--- config.mk ---
export PLATFORM = sky130hd
export DESIGN_NAME = uart_rx
export DESIGN_NICKNAME = d
export VERILOG_FILES = /design/src/rtl/uart_rx.sv
export SDC_FILE = /design/constraint.sdc
export NUM_CORES = 1
export LEC_CHECK = 0
export ABC_CLOCK_PERIOD_IN_PS = 2050
export BUFFER_PORTS_ARGS = -buffer_cell sky130_fd_sc_hd__buf_2
export CAP_MARGIN = 0
export CORE_ASPECT_RATIO = 1.4
export CORE_UTILIZATION = 35
export CTS_CLUSTER_DIAMETER = 50
export CTS_CLUSTER_SIZE = 20
export DETAILED_ROUTE_END_ITERATION = 7
export HOLD_SLACK_MARGIN = 0.06
export SETUP_SLACK_MARGIN = 0.5
export SLEW_MARGIN = 5
export SYNTH_ARGS = -nofsm -noshare
export SYNTH_HDL_FRONTEND = slang
export SYNTH_SLANG_ARGS = --single-unit
--- constraint.sdc ---
create_clock -name clk -period 2.05 [get_ports clk]
set_clock_uncertainty 0.15 [all_clocks]
set_input_delay 0.205 -clock clk [delete_from_list [all_inputs] [get_ports clk]]
set_output_delay 0.205 -clock clk [all_outputs]
set_load 0.05 [all_outputs]
--- src/rtl/uart_rx.sv ---
// 8N1 oversampling UART receiver with a valid/ready byte output, framing-error and overrun pulses.
// Define UART_RX_MAJORITY_EN to take a 3-sample majority vote at every sample point.
module uart_rx #(
  parameter int unsigned clk_freq  = 12000000,
  parameter int unsigned baud_rate = 115200,
  parameter int unsigned width     = 8
) (
  input  logic       clk,
  input  logic       nreset,
  input  logic       rx,
  output logic       rx_valid,
  input  logic       rx_ready,
  output logic [7:0] rx_data,
  output logic       rx_frame_err,
  output logic       rx_overrun
);

  localparam int unsigned P = clk_freq / baud_rate - 1;
  localparam int unsigned H = P / 2;
  localparam logic [width-1:0] P_CNT = width'(P);
  localparam logic [width-1:0] H_CNT = width'(H);

  typedef enum logic [1:0] {IDLE, START, DATA, STOP} state_t;

  state_t           state;
  logic [width-1:0] cnt;
  logic [2:0]       bit_idx;
  logic [7:0]       shreg;
  logic             sync1;
  logic             rs;
  logic             sample_c;

`ifdef UART_RX_MAJORITY_EN
  logic [1:0] hist;

  // Two previous rs values; with rs they form the 3-sample voting window.
  always_ff @(posedge clk) begin
    if (!nreset) hist <= 2'b11;
    else         hist <= {hist[0], rs};
  end

  assign sample_c = (rs & hist[0]) | (rs & hist[1]) | (hist[0] & hist[1]);
`else
  assign sample_c = rs;
`endif

  always_ff @(posedge clk) begin
    if (!nreset) begin
      sync1        <= 1'b1;
      rs           <= 1'b1;
      state        <= IDLE;
      cnt          <= '0;
      bit_idx      <= '0;
      shreg        <= '0;
      rx_valid     <= 1'b0;
      rx_data      <= '0;
      rx_frame_err <= 1'b0;
      rx_overrun   <= 1'b0;
    end else begin
      sync1        <= rx;
      rs           <= sync1;
      rx_frame_err <= 1'b0;
      rx_overrun   <= 1'b0;
      // A delivery later in this block overrides the handshake drop.
      if (rx_valid && rx_ready) rx_valid <= 1'b0;

      case (state)
        IDLE: begin
          cnt <= '0;
          if (!rs) state <= START;
        end
        START: begin
          if (cnt == H_CNT) begin
            cnt     <= '0;
            bit_idx <= '0;
            state   <= sample_c ? IDLE : DATA;
          end else begin
            cnt <= cnt + width'(1);
          end
        end
        DATA: begin
          if (cnt == P_CNT) begin
            cnt   <= '0;
            shreg <= {sample_c, shreg[7:1]};
            if (bit_idx == 3'd7) state <= STOP;
            else                 bit_idx <= bit_idx + 3'd1;
          end else begin
            cnt <= cnt + width'(1);
          end
        end
        STOP: begin
          if (cnt == P_CNT) begin
            cnt   <= '0;
            state <= IDLE;
            if (!sample_c) begin
              rx_frame_err <= 1'b1;
            end else if (!rx_valid || rx_ready) begin
              rx_data  <= shreg;
              rx_valid <= 1'b1;
            end else begin
              rx_overrun <= 1'b1;
            end
          end else begin
            cnt <= cnt + width'(1);
          end
        end
        default: state <= IDLE;
      endcase
    end
  end

endmodule

## Word-level counts from Yosys, hierarchy flattened

Index checks and enable logic that the tools add are counted.

- Logic and storage cells: 57
- Flip-flop bits (word level): 34
- Output and inout bits: 11

- Add/sub/neg operators: 2
- Multiplexer cells: 21
- Reduce and logical (&&, ||, !) cells: 12
- Equal/unequal tests: 12

Operator list:

| kind | count |
|---|---|
| $pmux 8 s3 | 1 |
| $mux 8 | 2 |
| $mux 2 | 6 |
| $ne 2x2->1 const B | 6 |
| $reduce_and 4->1 | 3 |
| $mux 3 | 3 |
| $add 8x1->8 const B | 1 |
| $eq 8x6->1 const B | 1 |
| $eq 8x7->1 const B | 1 |
| $pmux 2 s4 | 1 |
| $mux 1 | 7 |
| $pmux 3 s2 | 1 |
| $reduce_and 5->1 | 1 |
| $eq 2x2->1 const B | 2 |
| $add 3x1->3 const B | 1 |
| $eq 3x3->1 const B | 1 |
| $reduce_and 3->1 | 1 |
| $eq 2x1->1 const B | 1 |
| $logic_not 2->1 | 1 |
| $reduce_and 2->1 | 1 |
| $reduce_bool 2->1 | 1 |
| $reduce_or 2->1 | 1 |
| $logic_and 1x1->1 | 1 |
| $logic_not 1->1 | 1 |
| $logic_or 1x1->1 | 1 |

## Longest topological paths before layout

Gate-level depths: netlist of run 1.

- Depth after elaboration: 6
- Depth in mapped cells: 6
- Depth with buffers taken out: 6

## Least setup slack after synthesis of run 1

No wires, ideal clock.

- Kind: reg-to-reg
- Start: register cnt[0]
- End: register cnt[3]
- Period minus slack after synthesis: 1715 ps
- Arrival time: 1439 ps
- Buffers on the path: 0
- Required time: 1774 ps
- Slack: 335 ps
- Setup time: 126 ps
- Cell stages (with the launch flop): 6
- Cell sequence: dfxtp_1 > ha_1 > nand4bb_1 > o41a_1 > o211ai_2 > nor2_1

- Longest elaborated chain between the ends: 3
- Elaborated cells on any way between the ends: 6
- Those cells by class: add/sub: 1; eq/ne: 2; mux: 3

Ends and longest elaborated chain:

| what | RTL line | text |
|---|---|---|
| from (decl) | 26 | `logic [width-1:0] cnt;` |
| from (signal assigned) | 78 | `cnt <= cnt + width'(1);` |
| from (signal assigned) | 88 | `cnt <= cnt + width'(1);` |
| from (signal assigned) | 104 | `cnt <= cnt + width'(1);` |
| $add 8x1->8, or another cell as far along | 78, 88, 104 |  |
| $mux 8 (on tied branches) | 82, 92, 73 |  |
| $pmux 8 s3 * | 67 | `case (state)` |

Mark *: on every way between the ends. The rest lies on a longest branch, timed or not.
A chain may end at the register's enable or synchronous reset.

## Worst setup path after layout of run 1

- Start: register cnt[0]
- End: register cnt[4]

Same word-level chain as after synthesis.

==> flow_metrics.env, run 1 <==
export IMPL_cts_buffers=5
export IMPL_cts_tree="yes"
export IMPL_wire_per_inst_um=13.60
export IMPL_firstDrtPassIters=4
export IMPL_fin_setup_tns_ns=0
export IMPL_final_core_utilization=0.4869
export IMPL_htreeDepth=2
export IMPL_routed_via_density=5.256
export IMPL_drive_gt1_frac=0.3424
export IMPL_cp_end_kind="flop"
export IMPL_synthFlopType="dfxtp_1"
export IMPL_grt_pass1_vias=1171
export IMPL_min_period_ns=1.640
export IMPL_setup_viol=0
export IMPL_synthDistinctLibCells=35
export IMPL_slowest_stage="o41a_1"
export IMPL_cp_required_ns=2.07
export IMPL_insertion_delay_ns=0.29
export IMPL_syn2layout_area_growth_pct=33.16
export IMPL_dieHeight_um=78.03
export IMPL_tightest_slew_ns=0.6343
export IMPL_die_w_um=56.31
export IMPL_io_buffers=14
export IMPL_crit_family="compound AO/OA/AOI/OAI gates"
export IMPL_fillCellCount=368
export IMPL_place_gp_congestion=0.8086
export IMPL_ant_nets=0
export IMPL_async_flop_share=0
export IMPL_syn_inst=151
export IMPL_hpwl_um=1987
export IMPL_max_stage_delay_ns=0.38
export IMPL_critPathKind="reg2reg"
export IMPL_ys_seq_elements=34
export IMPL_min_path_type="in2reg"
export IMPL_outcome="complete, no violations"
export IMPL_grt_usage=0.1510
export IMPL_slew_viol_final=0
export IMPL_ir_drop_uv=556.4
export IMPL_max_slew_margin=0.5763
export IMPL_io_pins=15
export IMPL_drt_iter0_drc=23
export IMPL_startpoint_type="flop"
export IMPL_antenna_found_initial=0
export IMPL_worst_endpoint_arrival_ns=1.66
export IMPL_synth_seq_area_share=0.4710
export IMPL_cap_violations=0
export IMPL_dieArea_sq_um=4393
export IMPL_p_leak_nw=0.6515
export IMPL_clock_root_buffer="clkbuf_8"
export IMPL_start_util=0.3656
export IMPL_cp_num_buf_inv=0
export IMPL_drc_errors=0
export IMPL_cts_sinks=34
export IMPL_final_nets=190
export IMPL_synth_edf_count=0
export IMPL_fin_crit_sh=0.8001
export IMPL_synth_area_sq_um=1445
export IMPL_grt_pass1_wl_um=5140
export IMPL_synth_nets=158
export IMPL_wirelength_um=3087
export IMPL_grt_max_degree=32
export IMPL_cts_path_max_buffers=2
export IMPL_path_clk_slew_ns=0.07
export IMPL_worstPathMaxFanout=7
export IMPL_hold_viol=0
export IMPL_num_vias=1193
export IMPL_pwr_density_cell_nw_per_um2=680.7
export IMPL_avgSynthCellArea_sq_um=9.570
export IMPL_antenna_cells=0
export IMPL_gr_total_overflow=0
export IMPL_yosysWarnings=0
export IMPL_row_count=27
export IMPL_rsz0062_at_grt="true"
export IMPL_crit_chain="ha_4 > nand4bb_4 > o41a_1 > o211ai_4 > nor2_1"
export IMPL_core_area_sq_um=3953
export IMPL_fmax_mhz=609.7
[registers in the layout (all words and copies together), names as in the netlist, 3 cells and up, named ones only]
name and cells:
bit_idx 3, shreg 8, cnt 8, rx_data 8
[report_power, final]
| part | switching (W) | total, W | internal [W] |
|---|---|---|---|
| sequential | 0.00000518 | 0.000667 | 0.000661 |
| clock | 0.000253 | 0.000614 | 0.000361 |
| combinational | 0.0000143 | 0.0000287 | 0.0000145 |
[cell usage after synthesis, types with 2 or more instances]
cell | count | area share
dfxtp_1 | 34 | 0.47
nor2_1 | 15 | 0.039
nand3_1 | 13 | 0.045
mux2i_1 | 11 | 0.076
o21ai_0 | 10 | 0.035
nor2b_1 | 9 | 0.039
a21boi_1 | 8 | 0.042
nand2_1 | 8 | 0.021
xnor2_1 | 5 | 0.030
clkbuf_1 | 4 | 0.010
ha_1 | 3 | 0.026
nand2b_1 | 3 | 0.013
buf_4 | 2 | 0.010
inv_1 | 2 | 0.0052
nand3b_1 | 2 | 0.010
nor3b_1 | 2 | 0.010
o21a_1 | 2 | 0.010
[path summary, 6_finish.rpt]
path                from      to  slack (ns)  cells after the start
setup / recovery  cnt[0]  cnt[4]        0.41                      5
hold / removal    nreset   sync1        0.19                      2
setup reg to reg  cnt[0]  cnt[4]        0.41                      5
hold reg to reg    sync1      rs        0.26                      1
[timing repair]
action                                  4_1_cts  5_1_grt
pin swaps                                    14        2
gates resized for setup                      25       12
buffers inserted                              9        5
hold buffers                                  1        0
endpoints found under the setup margin       30       30
cloned                                        1        1
hold endpoints to repair                      1        0
[cell usage in the layout (no fill, tap or decap), types with 2 or more instances in the layout]
master      synthesis  layout
nand2b_1            3       3
ha_4                0       3
nor2_1             15      14
nand2_1             8       7
nand3_1            13      13
mux2i_1            11      11
dfxtp_2             0       6
clkinvlp_4          0       2
buf_6               0       3
o21a_1              2       2
a21boi_1            8       9
buf_2               1      14
inv_1               2       2
dfxtp_1            34      26
and4_4              0       2
clkbuf_8            0       5
xnor2_1             5       5
o21ai_0            10       5
dfxtp_4             0       2
o21ai_2             0       2
nand3b_1            2       2
o21ai_1             0       3
buf_4               2      13
nor2b_1             9       9
[cell type report]
type | instances | area (sq um) | area share
multi-input cells | 109 | 842.1 | 0.4376
flip-flops and latches | 34 | 695.7 | 0.3615
repair buffers | 31 | 211.5 | 0.1099
clock buffers | 5 | 68.82 | 0.03576
well taps | 43 | 53.80 | 0.02796
clock inverters | 3 | 45.04 | 0.02341
inverters | 2 | 7.507 | 0.003901
[cell families (layout without fill, tap and decap cells)]
logic type               Yosys count  in the layout  synth area share
adder cells (fa/ha/maj)            3              3           0.02598
buffers and inverters              9             41           0.02943
multiplexers                      11             11           0.07619
XOR/XNOR                           6              6           0.03636
AND/OR/NAND/NOR                   63             64            0.2416
AO/OA/AOI/OAI                     25             25            0.1195
flip-flops                        34             34            0.4710
[stage by stage]
| stage | instances | hold WS (ns) | power [W] | setup slack (ns) | cell area (sq um) |
|---|---|---|---|---|---|
| 6_report | 227 | 0.1942 | 0.001310 | 0.4099 | 1924 |
| 5_1_grt | 227 | 0.2059 | 0.001359 | 0.3140 | 1924 |
| 4_1_cts | 221 | 0.1833 | 0.001323 | 0.4173 | 1859 |
| 3_5_place_dp | 202 | 0.2416 | 0.0007080 | 0.2497 | 1573 |
| 3_3_place_gp | 202 | 0.2415 | 0.0007069 | 0.2987 | 1573 |
| 2_1_floorplan | 151 | 0.1565 | 0.0007008 | 0.3785 | 1476 |
[metal layers]
| layer | GRT usage | vias up | part of all wire | wire [um] |
|---|---|---|---|---|
| met2 | 0.2726 | 19 | 0.53 | 1646 |
| met4 | 0.06341 | 0 | 0.020 | 61 |
| li1 | - | 596 | - | - |
| met1 | 0.1552 | 571 | 0.42 | 1290 |
| met5 | 0 | - | 0 | 0 |
| met3 | 0.05437 | 7 | 0.029 | 89 |
Note: power is estimated with default switching activity, not from simulation.
==> run 2: changes to the inputs <==
Settings changed: ABC_CLOCK_PERIOD_IN_PS 2050 to 1600.
Clock period 2.05 ns to 1.6 ns, I/O delays scaled along.
==> flow_metrics.env, run 2 (synthesized netlist as in run 1, its figures left out) <==
export IMPL_final_common_cell="buf_4"
export IMPL_outcome="finished, violations left"
export IMPL_row_count=27
export IMPL_cts_buffers=5
export IMPL_slowest_stage="o41a_1"
export IMPL_final_cell_mix="buf_4, dfxtp_1, dfxtp_2"
export IMPL_io_buffers=14
export IMPL_violations="negative setup slack"
export IMPL_htreeDepth=2
export IMPL_final_nets=201
export IMPL_worstPathMaxFanout=7
export IMPL_top_regs="cnt x8, rx_data x8, shreg x8"
export IMPL_rrSetupSlack_ns=-0.008
export IMPL_min_period_ns=1.608
export IMPL_drt_iter0_drc=15
export IMPL_comb_power_share=0.031
export IMPL_cts_sinks=34
export IMPL_max_slew_margin=0.6592
export IMPL_cap_violations=0
export IMPL_pwr_density_cell_nw_per_um2=716.0
export IMPL_die_w_um=56.31
export IMPL_path_clk_slew_ns=0.06
export IMPL_cp_num_buf_inv=0
export IMPL_max_stage_delay_ns=0.37
export IMPL_gr_total_overflow=0
export IMPL_fin_crit_sh=1.005
export IMPL_rsz0062_at_grt="true"
export IMPL_routed_via_density=5.172
export IMPL_pwr_share_clk=0.416
export IMPL_final_cell_count_no_fill=238
export IMPL_antenna_cells=0
export IMPL_grt_pass1_wl_um=5395
export IMPL_min_from="nreset"
export IMPL_ant_nets=0
export IMPL_critPathKind="reg2reg"
export IMPL_insertion_delay_ns=0.28
export IMPL_core_area_sq_um=3953
export IMPL_place_gp_congestion=0.7602
export IMPL_worst_r2r_startpoint="cnt[0]"
export IMPL_worst_endpoint_arrival_ns=1.62
export IMPL_crit_chain="ha_4 > nand4bb_4 > o41a_1 > o211ai_4 > nor2_1"
export IMPL_antenna_found_initial=0
export IMPL_wirelength_um=3140
export IMPL_startpoint_type="flop"
export IMPL_hold_viol=0
export IMPL_cts_path_max_buffers=2
export IMPL_hold_slack_ns=0.1036
export IMPL_stdcell_area_sq_um=2157
export IMPL_p_leak_nw=0.7468
export IMPL_p_sw_w=0.0003230
export IMPL_p_int_w=0.001221
export IMPL_slew_viol_final=0
export IMPL_r2r_end="cnt[0]"
export IMPL_cts_tree="yes"
export IMPL_cp_required_ns=1.61
export IMPL_fmax_mhz=621.8
export IMPL_crit_family="compound AO/OA/AOI/OAI gates"
export IMPL_place_area_sq_um=1754
export IMPL_swShare=0.2092
export IMPL_wire_per_inst_um=13.19
export IMPL_dieArea_sq_um=4393
export IMPL_start_util=0.3656
export IMPL_tightest_slew_ns=0.5112
export IMPL_min_path_type="in2reg"
export IMPL_whs_path_depth=2
export IMPL_dieHeight_um=78.03
export IMPL_io_pins=15
export IMPL_ir_drop_uv=564.1
export IMPL_dpl_cell_count=222
export IMPL_p_seq_frac=0.553
export IMPL_hpwl_um=2187
export IMPL_clock_root_buffer="clkbuf_8"
export IMPL_fillCellCount=354
export IMPL_setup_slack_ns=-0.008275
export IMPL_hold_end="sync1"
export IMPL_drive_gt1_frac=0.4667
export IMPL_syn2layout_area_growth_pct=49.26
export IMPL_setup_viol=4
export IMPL_cp_end_kind="flop"
export IMPL_num_vias=1231
export IMPL_firstDrtPassIters=4
export IMPL_grt_usage=0.1556
export IMPL_grt_pass1_vias=1272
export IMPL_grt_max_degree=23
export IMPL_r2r_cells=5
export IMPL_drc_errors=0
==> run 2: changes by cell type in the layout (fill, tap and decap cells not counted), moves of 7 or more <==
cell	change
buf_2	-11
buf_4	+9
buf_8	+9
dfxtp_2	+9
nand3_1	-8
nand3_2	+8
dfxtp_1	-7
==> run 2: worst max path at each step <==
stage          startpoint     end  slack (ns)  depth (start not counted)
5_1_grt            cnt[0]  cnt[0]       -0.09                          5
4_1_cts            cnt[0]  cnt[5]       -0.01                          5
3_5_place_dp       cnt[1]  cnt[5]       -0.14                          5
6_report           cnt[0]  cnt[0]      -0.008                          5
3_3_place_gp       cnt[1]  cnt[1]       -0.11                          5
2_1_floorplan      cnt[1]  cnt[0]       -0.07                          5
==> run 2: layout make-up <==
type | instances | area, sq um | share of cell area
Multi-Input combinational cell | 108 | 889.6 | 0.4124
Sequential cell | 34 | 699.4 | 0.3242
Timing Repair Buffer | 43 | 415.4 | 0.1926
Clock buffer | 7 | 86.33 | 0.04002
Tap cell | 43 | 53.80 | 0.02494
Inverter | 2 | 7.507 | 0.003480
Clock inverter | 1 | 5.005 | 0.002320
==> run 2: timing repair <==
item / in CTS / in global routing
gates resized for setup: 51 / 21
setup endpoints to repair: 43 / 43
hold buffers: 1 / 0
gates cloned: 1 / 0
pin swaps: 15 / 8
buffers inserted: 2 / 4
hold endpoints to repair: 1 / 0
==> run 2: routing by layer <==
metal	part of all wire	GRT usage	up-vias
li1	-	-	613
met1	0.38	0.1505	594
met2	0.57	0.3036	17
met3	0.024	0.03954	7
met4	0.019	0.06585	0
met5	0	0	-
==> run 2: metrics by stage <==
step	setup TNS (ns)	setup slack (ns)	utilization	power, W
floorplan	-0.4869	-0.07122	-	0.0008984
global placement	-0.7448	-0.1075	0.4438	0.0009112
detailed placement	-1.092	-0.1428	0.4438	0.0009135
CTS	-0.04053	-0.01476	0.5147	0.001565
global route	-1.075	-0.08538	0.5457	0.001614
finish	-0.01327	-0.008275	0.5457	0.001544
==> run 2: power groups by stage <==
stage	Combinational (W)	Clock [W]	Sequential (W)
finish	0.0000478	0.000643	0.000854
global route	0.0000518	0.000708	0.000854
CTS	0.0000467	0.000665	0.000854
detailed placement	0.0000402	0	0.000873
global placement	0.0000381	0	0.000873
floorplan	0.0000240	0	0.000874
